`src/rtl/fir_pcpi_sequencer.sv`:
```
// PCPI front end for the FIR accelerator: decodes custom-0 ops and sequences coefficient, shift and
// compute strobes. Define FIR_PCPI_SEQ_PERF_EN to build the WAIT_ACC cycle counter read by PERF.
module fir_pcpi_sequencer #(
   parameter int unsigned K                 = 128,
   parameter int unsigned N                 = 7,
   parameter int unsigned WIDTH_COEFFICIENT = 32,
   parameter int unsigned NUM_ADD_CLK       = 4,
   parameter logic [6:0]  CUSTOM_OPCODE     = 7'b0001011
) (
   input  logic                         clk,
   input  logic                         resetn,
   input  logic                         pcpi_valid,
   input  logic [31:0]                  pcpi_insn,
   input  logic [31:0]                  pcpi_rs1,
   input  logic [31:0]                  pcpi_rs2,
   output logic                         pcpi_wr,
   output logic [31:0]                  pcpi_rd,
   output logic                         pcpi_wait,
   output logic                         pcpi_ready,
   output logic                         coef_we,
   output logic [$clog2(K*N)-1:0]       coef_addr,
   output logic [WIDTH_COEFFICIENT-1:0] coef_wdata,
   output logic                         shift_en,
   output logic [N-1:0]                 shift_data,
   output logic                         acc_start,
   input  logic [31:0]                  acc_result,
   output logic [5:0]                   pcpi_insn_decoded
);

   localparam int unsigned AW = $clog2(K*N);
   localparam int unsigned FW = $clog2(K+1);
   localparam int unsigned LW = $clog2(NUM_ADD_CLK+1);

   localparam logic [2:0] OpLoadc   = 3'd0;
   localparam logic [2:0] OpPush    = 3'd1;
   localparam logic [2:0] OpCompute = 3'd2;
   localparam logic [2:0] OpStatus  = 3'd3;
   localparam logic [2:0] OpClrfill = 3'd4;
   localparam logic [2:0] OpPerf    = 3'd5;

   typedef enum logic [2:0] {StIdle, StExec, StWaitAcc, StResp, StHold} state_e;

   state_e                       state_q, state_d;
   logic [2:0]                   op_q;
   logic [31:0]                  rs1_q;
   logic [WIDTH_COEFFICIENT-1:0] rs2_q;
   logic [5:0]                   decoded_q, decoded_d;
   logic [FW-1:0]                fill_q;
   logic                         err_q;
   logic [31:0]                  result_q;
   logic [LW-1:0]                lat_q;
   logic [31:0]                  perf_val;
   logic                         match, accept, coef_ok, fill_full, wr_op;
   logic                         unused_ok;

   assign match     = pcpi_valid && (pcpi_insn[6:0] == CUSTOM_OPCODE) && (pcpi_insn[31:25] == 7'd0);
   assign accept    = (state_q == StIdle) && match;
   assign coef_ok   = rs1_q < 32'(K*N);
   assign fill_full = fill_q == FW'(K);
   assign wr_op     = (op_q == OpCompute) || (op_q == OpStatus) || (op_q == OpPerf);
   assign unused_ok = ^{pcpi_insn[24:15], pcpi_insn[11:7], pcpi_rs2};

   assign pcpi_insn_decoded = decoded_q;

   always_comb begin
      decoded_d = '0;
      if (pcpi_insn[14:12] < 3'd6) decoded_d = 6'b1 << pcpi_insn[14:12];
   end

   always_ff @(posedge clk or negedge resetn) begin
      if (!resetn) state_q <= StIdle;
      else         state_q <= state_d;
   end

   always_comb begin
      state_d = state_q;
      unique case (state_q)
         StIdle:    if (match) state_d = StExec;
         StExec:    state_d = (op_q == OpCompute && fill_full) ? StWaitAcc : StResp;
         StWaitAcc: if (lat_q == LW'(1)) state_d = StResp;
         StResp:    state_d = StHold;
         StHold:    state_d = StIdle;
         default:   state_d = StIdle;
      endcase
   end

   always_comb begin
      pcpi_wr    = 1'b0;
      pcpi_rd    = '0;
      pcpi_wait  = 1'b0;
      pcpi_ready = 1'b0;
      coef_we    = 1'b0;
      coef_addr  = '0;
      coef_wdata = '0;
      shift_en   = 1'b0;
      shift_data = '0;
      acc_start  = 1'b0;
      unique case (state_q)
         StExec: begin
            pcpi_wait = 1'b1;
            if (op_q == OpLoadc && coef_ok) begin
               coef_we    = 1'b1;
               coef_addr  = rs1_q[AW-1:0];
               coef_wdata = rs2_q;
            end
            if (op_q == OpPush) begin
               shift_en   = 1'b1;
               shift_data = rs1_q[N-1:0];
            end
            if (op_q == OpCompute) acc_start = fill_full;
         end
         StWaitAcc: pcpi_wait = 1'b1;
         StResp: begin
            pcpi_ready = 1'b1;
            pcpi_wr    = wr_op;
            pcpi_rd    = wr_op ? result_q : 32'd0;
         end
         default: ;
      endcase
   end

   always_ff @(posedge clk or negedge resetn) begin
      if (!resetn) begin
         op_q      <= '0;
         rs1_q     <= '0;
         rs2_q     <= '0;
         decoded_q <= '0;
         fill_q    <= '0;
         err_q     <= 1'b0;
         result_q  <= '0;
         lat_q     <= '0;
      end else if (accept) begin
         op_q      <= pcpi_insn[14:12];
         rs1_q     <= pcpi_rs1;
         rs2_q     <= pcpi_rs2[WIDTH_COEFFICIENT-1:0];
         decoded_q <= decoded_d;
      end else if (state_q == StExec) begin
         result_q <= '0;
         case (op_q)
            OpLoadc:   if (!coef_ok) err_q <= 1'b1;
            OpPush:    if (!fill_full) fill_q <= fill_q + FW'(1);
            OpCompute: begin
               if (fill_full) lat_q <= LW'(NUM_ADD_CLK);
               else           err_q <= 1'b1;
            end
            // busy reads as 0: the CPU is stalled whenever the block is busy
            OpStatus:  result_q <= {16'(fill_q), 13'd0, err_q, fill_full, 1'b0};
            OpClrfill: begin
               fill_q <= '0;
               err_q  <= 1'b0;
            end
            OpPerf:    result_q <= perf_val;
            default:   err_q <= 1'b1;
         endcase
      end else if (state_q == StWaitAcc) begin
         lat_q <= lat_q - LW'(1);
         if (lat_q == LW'(1)) result_q <= acc_result;
      end
   end

`ifdef FIR_PCPI_SEQ_PERF_EN
   logic [31:0] perf_q;

   always_ff @(posedge clk or negedge resetn) begin
      if (!resetn)                                      perf_q <= '0;
      else if (state_q == StWaitAcc)                    perf_q <= perf_q + 32'd1;
      else if (state_q == StExec && op_q == OpClrfill)  perf_q <= '0;
   end

   assign perf_val = perf_q;
`else
   assign perf_val = 32'd0;
`endif

endmodule

```
`config.mk`:
```
export PLATFORM = sky130hd
export DESIGN_NAME = fir_pcpi_sequencer
export DESIGN_NICKNAME = d
export VERILOG_FILES = /design/src/rtl/fir_pcpi_sequencer.sv
export SDC_FILE = /design/constraint.sdc
export NUM_CORES = 1
export LEC_CHECK = 0
export CORE_UTILIZATION = 40
export CTS_CLUSTER_SIZE = 20
export DETAILED_ROUTE_END_ITERATION = 12
export DONT_BUFFER_PORTS = 1
export PLACE_DENSITY = 0.59
export RECOVER_POWER = 25
export SETUP_SLACK_MARGIN = 0.02
export SYNTH_ARGS = -nofsm -noshare
export SYNTH_HDL_FRONTEND = slang
export SYNTH_SLANG_ARGS = --single-unit
```
`constraint.sdc`:
```
create_clock -name clk -period 2.3 [get_ports clk]
set_clock_uncertainty 0.1 [all_clocks]
set_input_delay 0.46 -clock clk [delete_from_list [all_inputs] [get_ports clk]]
set_output_delay 0.46 -clock clk [all_outputs]
set_load 0.005 [all_outputs]
```
==> results.json <==
{
  "slew_headroom_pct": 65.5,
  "initial_core_util_pct": 41.2,
  "synth_simple_gate_area_share_pct": 19.6,
  "ys_seq_area_share_pct": 52.3,
  "status": "finished, violations left",
  "slew_violations": 0,
  "numCtsBuffers": 17,
  "holdWs_ns": -0.355,
  "clock-sinks": 120,
  "synthXorXnorAreaFrac_pct": 0.762,
  "rr_worst_depth": 9,
  "avgSynthCellArea_um2": 11.7,
  "critPathLaunch": "rs1_q[25]",
  "antenna_found_initial": 0,
  "hold_viol": 120,
  "p_per_area_nw_per_um2": 883,
  "irDropWorstVdd_mv": 0.450,
  "power_frac_comb_pct": 19.8,
  "tightest_slew_ns": 0.517,
  "cp.required_ns": 1.74,
  "worstPathArrival_ns": 2.14,
  "rows": 43,
  "r2r_start": "state_q[1]",
  "fin_ws_ns": -0.397,
  "worstSetupStartpointType": "flip-flop",
  "crit_slowest_cell": "dfrtp_1",
  "final_area_um2": 7400,
  "synth_seq_cells": 120,
  "finalCritPeriodShare_pct": 117,
  "crit_family": "simple AND/OR/NAND/NOR gates",
  "die_w_um": 122,
  "synth_fp_nets": 628,
  "p_int_w": 0.00482,
  "synth.distinct_cells": 52,
  "hpwl_um": 8310,
  "highest_layer": "met4",
  "clk_pin_slew_ns": 0.06,
  "gp_congestion": 0.774,
  "worst-path-stages": 7,
  "root_buffer": "clkbuf_16",
  "swShare_pct": 26.3,
  "wl_met1_um": 5660,
  "p_seq_share_pct": 39.8,
  "crit_type": "reg2out",
  "finalCriticalPeriod_ns": 2.70,
  "synth.area.top_cells": "dfrtp_1 (52%), mux2_2 (12%), and2_1 (8.8%), mux2_4 (2.6%), nand2_1 (2.4%)",
  "grt_usage_pct": 18.3,
  "violations": "negative hold slack, negative setup slack",
  "synth-edff-count": 0,
  "ctsLongestPathBuffers": 2,
  "fmax_mhz": 371,
  "drt_iter0_markers": 136,
  "crit_buf_inv": 3,
  "first_pass_iters": 4,
  "async_flop_share_pct": 100,
  "synth_top_family_by_area": "simple AND/OR/NAND/NOR gates",
  "yosys.area_share.adder_pct": 0.871,
  "synth_area_leader_cell": "dfrtp_1",
  "crit_chain": "nor4_2 -> nand4_1 -> nor4_4 -> buf_4 -> buf_12 -> buf_12 -> and2_1",
  "switching_power_w": 0.00172,
  "grt_pass1_vias": 3945,
  "synth_top_area_share_pct": 52.3,
  "dpl_cell_area_um2": 6020,
  "detail_route.wl_per_cell_um": 19.2,
  "wl_met3_um": 1330,
  "drive_above_1_share_pct": 43.2,
  "cts.htree.levels": 4,
  "leakage_nw": 3.47,
  "setup_viol": 84,
  "routed-via-count": 3905,
  "yosysWarnings": 0,
  "num-fill-cells": 1192,
  "nNetsFinal": 669,
  "die_h_um": 122,
  "grt_overflow": 0,
  "synthFlopType": "dfrtp_1",
  "die_area_um2": 14800,
  "core-area_um2": 13900,
  "p_clk_share_pct": 40.4,
  "crit_path_end_kind": "output port",
  "synth_cells": 493,
  "drcViolationCount": 0,
  "synth_compound_area_share_pct": 7.71,
  "grt_max_degree": 121,
  "syn_to_final_growth_pct": 28.9,
  "cap_viol_max_count": 0,
  "grt_pass1_wl_um": 20400,
  "path_common_cell": "buf_12",
  "vias_per_cell": 5.38,
  "n_antenna_cell": 0,
  "crit_path_max_fanout": 11,
  "port_buffers": 0,
  "min_path_type": "in2async",
  "routed_wl_um": 13900,
  "rsz0062_at_grt": "yes",
  "syn_area_um2": 5740,
  "clk_latency_ns": 0.41,
  "ant_nets": 0,
  "cts_tree": "done",
  "slowest_delay_ns": 0.39,
  "muxShareOfSynthArea_pct": 15.0,
  "io_pins": 224,
  "route.met2.wl_um": 6760
}
## metal layers
| metal | track usage (%) | vias to the layer above |
|---|---|---|
| li1 | - | 1811 |
| met1 | 21.5 | 1910 |
| met2 | 29.9 | 169 |
| met3 | 7.16 | 15 |
| met4 | 7.41 | 0 |
| met5 | 0 | - |
## worst register-to-register path, delay by kind of cell (launching register included)
family                 cells  cell delay, ns
DFF                        1            0.40
buffers and inverters      5            0.65
muxes                      1            0.31
and+or+nand+nor            3            0.66
## power groups by stage
stage	clock, W	sequential (W)	combinational [W]
floorplan	0	0.00257	0.000771
global route	0.00279	0.00263	0.00143
detailed placement	0	0.00261	0.00104
finish	0.00264	0.00260	0.00129
global placement	0	0.00260	0.000984
CTS	0.00271	0.00259	0.00137
## path summary, 6_finish.rpt
| check | slack, ns | to |
|---|---|---|
| max in group asynchronous | 2.26 | op_q[1] |
| worst max-delay path | -0.40 | coef_addr[9] |
| worst min-delay path | -0.36 | pcpi_insn_decoded[0] |
| worst max register to register | 0.08 | rs1_q[12] |
| min in group clk | 0.08 | result_q[29] |
| worst min register to register | 0.38 | result_q[18] |
## stage by stage
| stage | worst slack (ns) | setup TNS, ns | power (W) | utilization, % | instances |
|---|---|---|---|---|---|
| final | -0.397 | -23.59 | 0.00654 | 53.1 | 726 |
| after global routing | -0.502 | -30.85 | 0.00686 | 53.1 | 726 |
| after CTS | -0.431 | -25.55 | 0.00667 | 51.7 | 717 |
| after detailed placement | -0.0446 | -0.937 | 0.00365 | 43.2 | 665 |
| after global placement | -0.0169 | -0.0801 | 0.00358 | 43.2 | 665 |
| after floorplan | 0.00388 | 0 | 0.00334 | - | 493 |
## cell type report
class | count | area, µm² | share of cell area (%)
flip-flops and latches | 120 | 3000 | 40.6
multi-input cells | 333 | 2800 | 37.7
repair buffers | 55 | 766 | 10.3
well taps | 180 | 225 | 3.04
clock buffers | 23 | 468 | 6.32
inverters | 7 | 26.3 | 0.355
clock inverters | 8 | 121 | 1.64
## synth_stat cells, drive strengths merged, types with 9 or more instances
cell type / n
dfrtp: 120
and2: 81
mux2: 73
nand2: 36
o21ai: 24
clkbuf: 20
a22o: 14
nor4: 14
buf: 13
a22oi: 10
nor2: 10
nor3: 9
## repair_timing
| action | CTS | global route |
|---|---|---|
| setup buffers | 13 | 10 |
| endpoints found under the setup margin | 85 | 145 |
| pin swaps | 34 | 10 |
| gates cloned | 8 | 4 |
| gates resized for setup | 83 | 39 |
| hold endpoints to repair | 120 | 120 |
## flip-flops by register name (all words and copies together), names as in the netlist
signal and count:
rs2_q 32, err_q 1, lat_q 3, op_q 3, rs1_q 32, state_q 3, fill_q 8, result_q 32
pcpi_insn_decoded 6
## logic make-up (layout without fill, tap and decap cells)
kind of cell | after synthesis | after routing
flip-flops | 120 | 120
buffers and inverters | 40 | 93
multiplexers | 73 | 73
XOR/XNOR | 5 | 5
AND/OR/NAND/NOR | 187 | 187
adder cells (fa/ha/maj) | 4 | 4
AO/OA/AOI/OAI | 64 | 64
## layout by cell type, fill, tap and decap left out, types with 3 or more instances in the layout
cell type  instances
nor3b_1            4
o21ai_0           24
a22oi_1           10
buf_8              3
inv_1              7
a22o_1            14
nor3_1             7
buf_12            12
and3b_1            3
nor4_1             8
buf_4             21
buf_6             12
nand2b_1           4
mux2_2            54
clkbuf_1           4
xnor2_1            4
or4_1              3
nand2_1           35
and2_4            65
buf_16             5
nor2_1             9
nor4_2             4
clkinv_2           3
and2_1            16
dfrtp_1          120
bufinv_16          3
clkbuf_16         19
nand3_1            6
mux2_4            17
o211ai_1           3
nand4_1            5
ha_1               4
(Power assumes the default switching activity.)
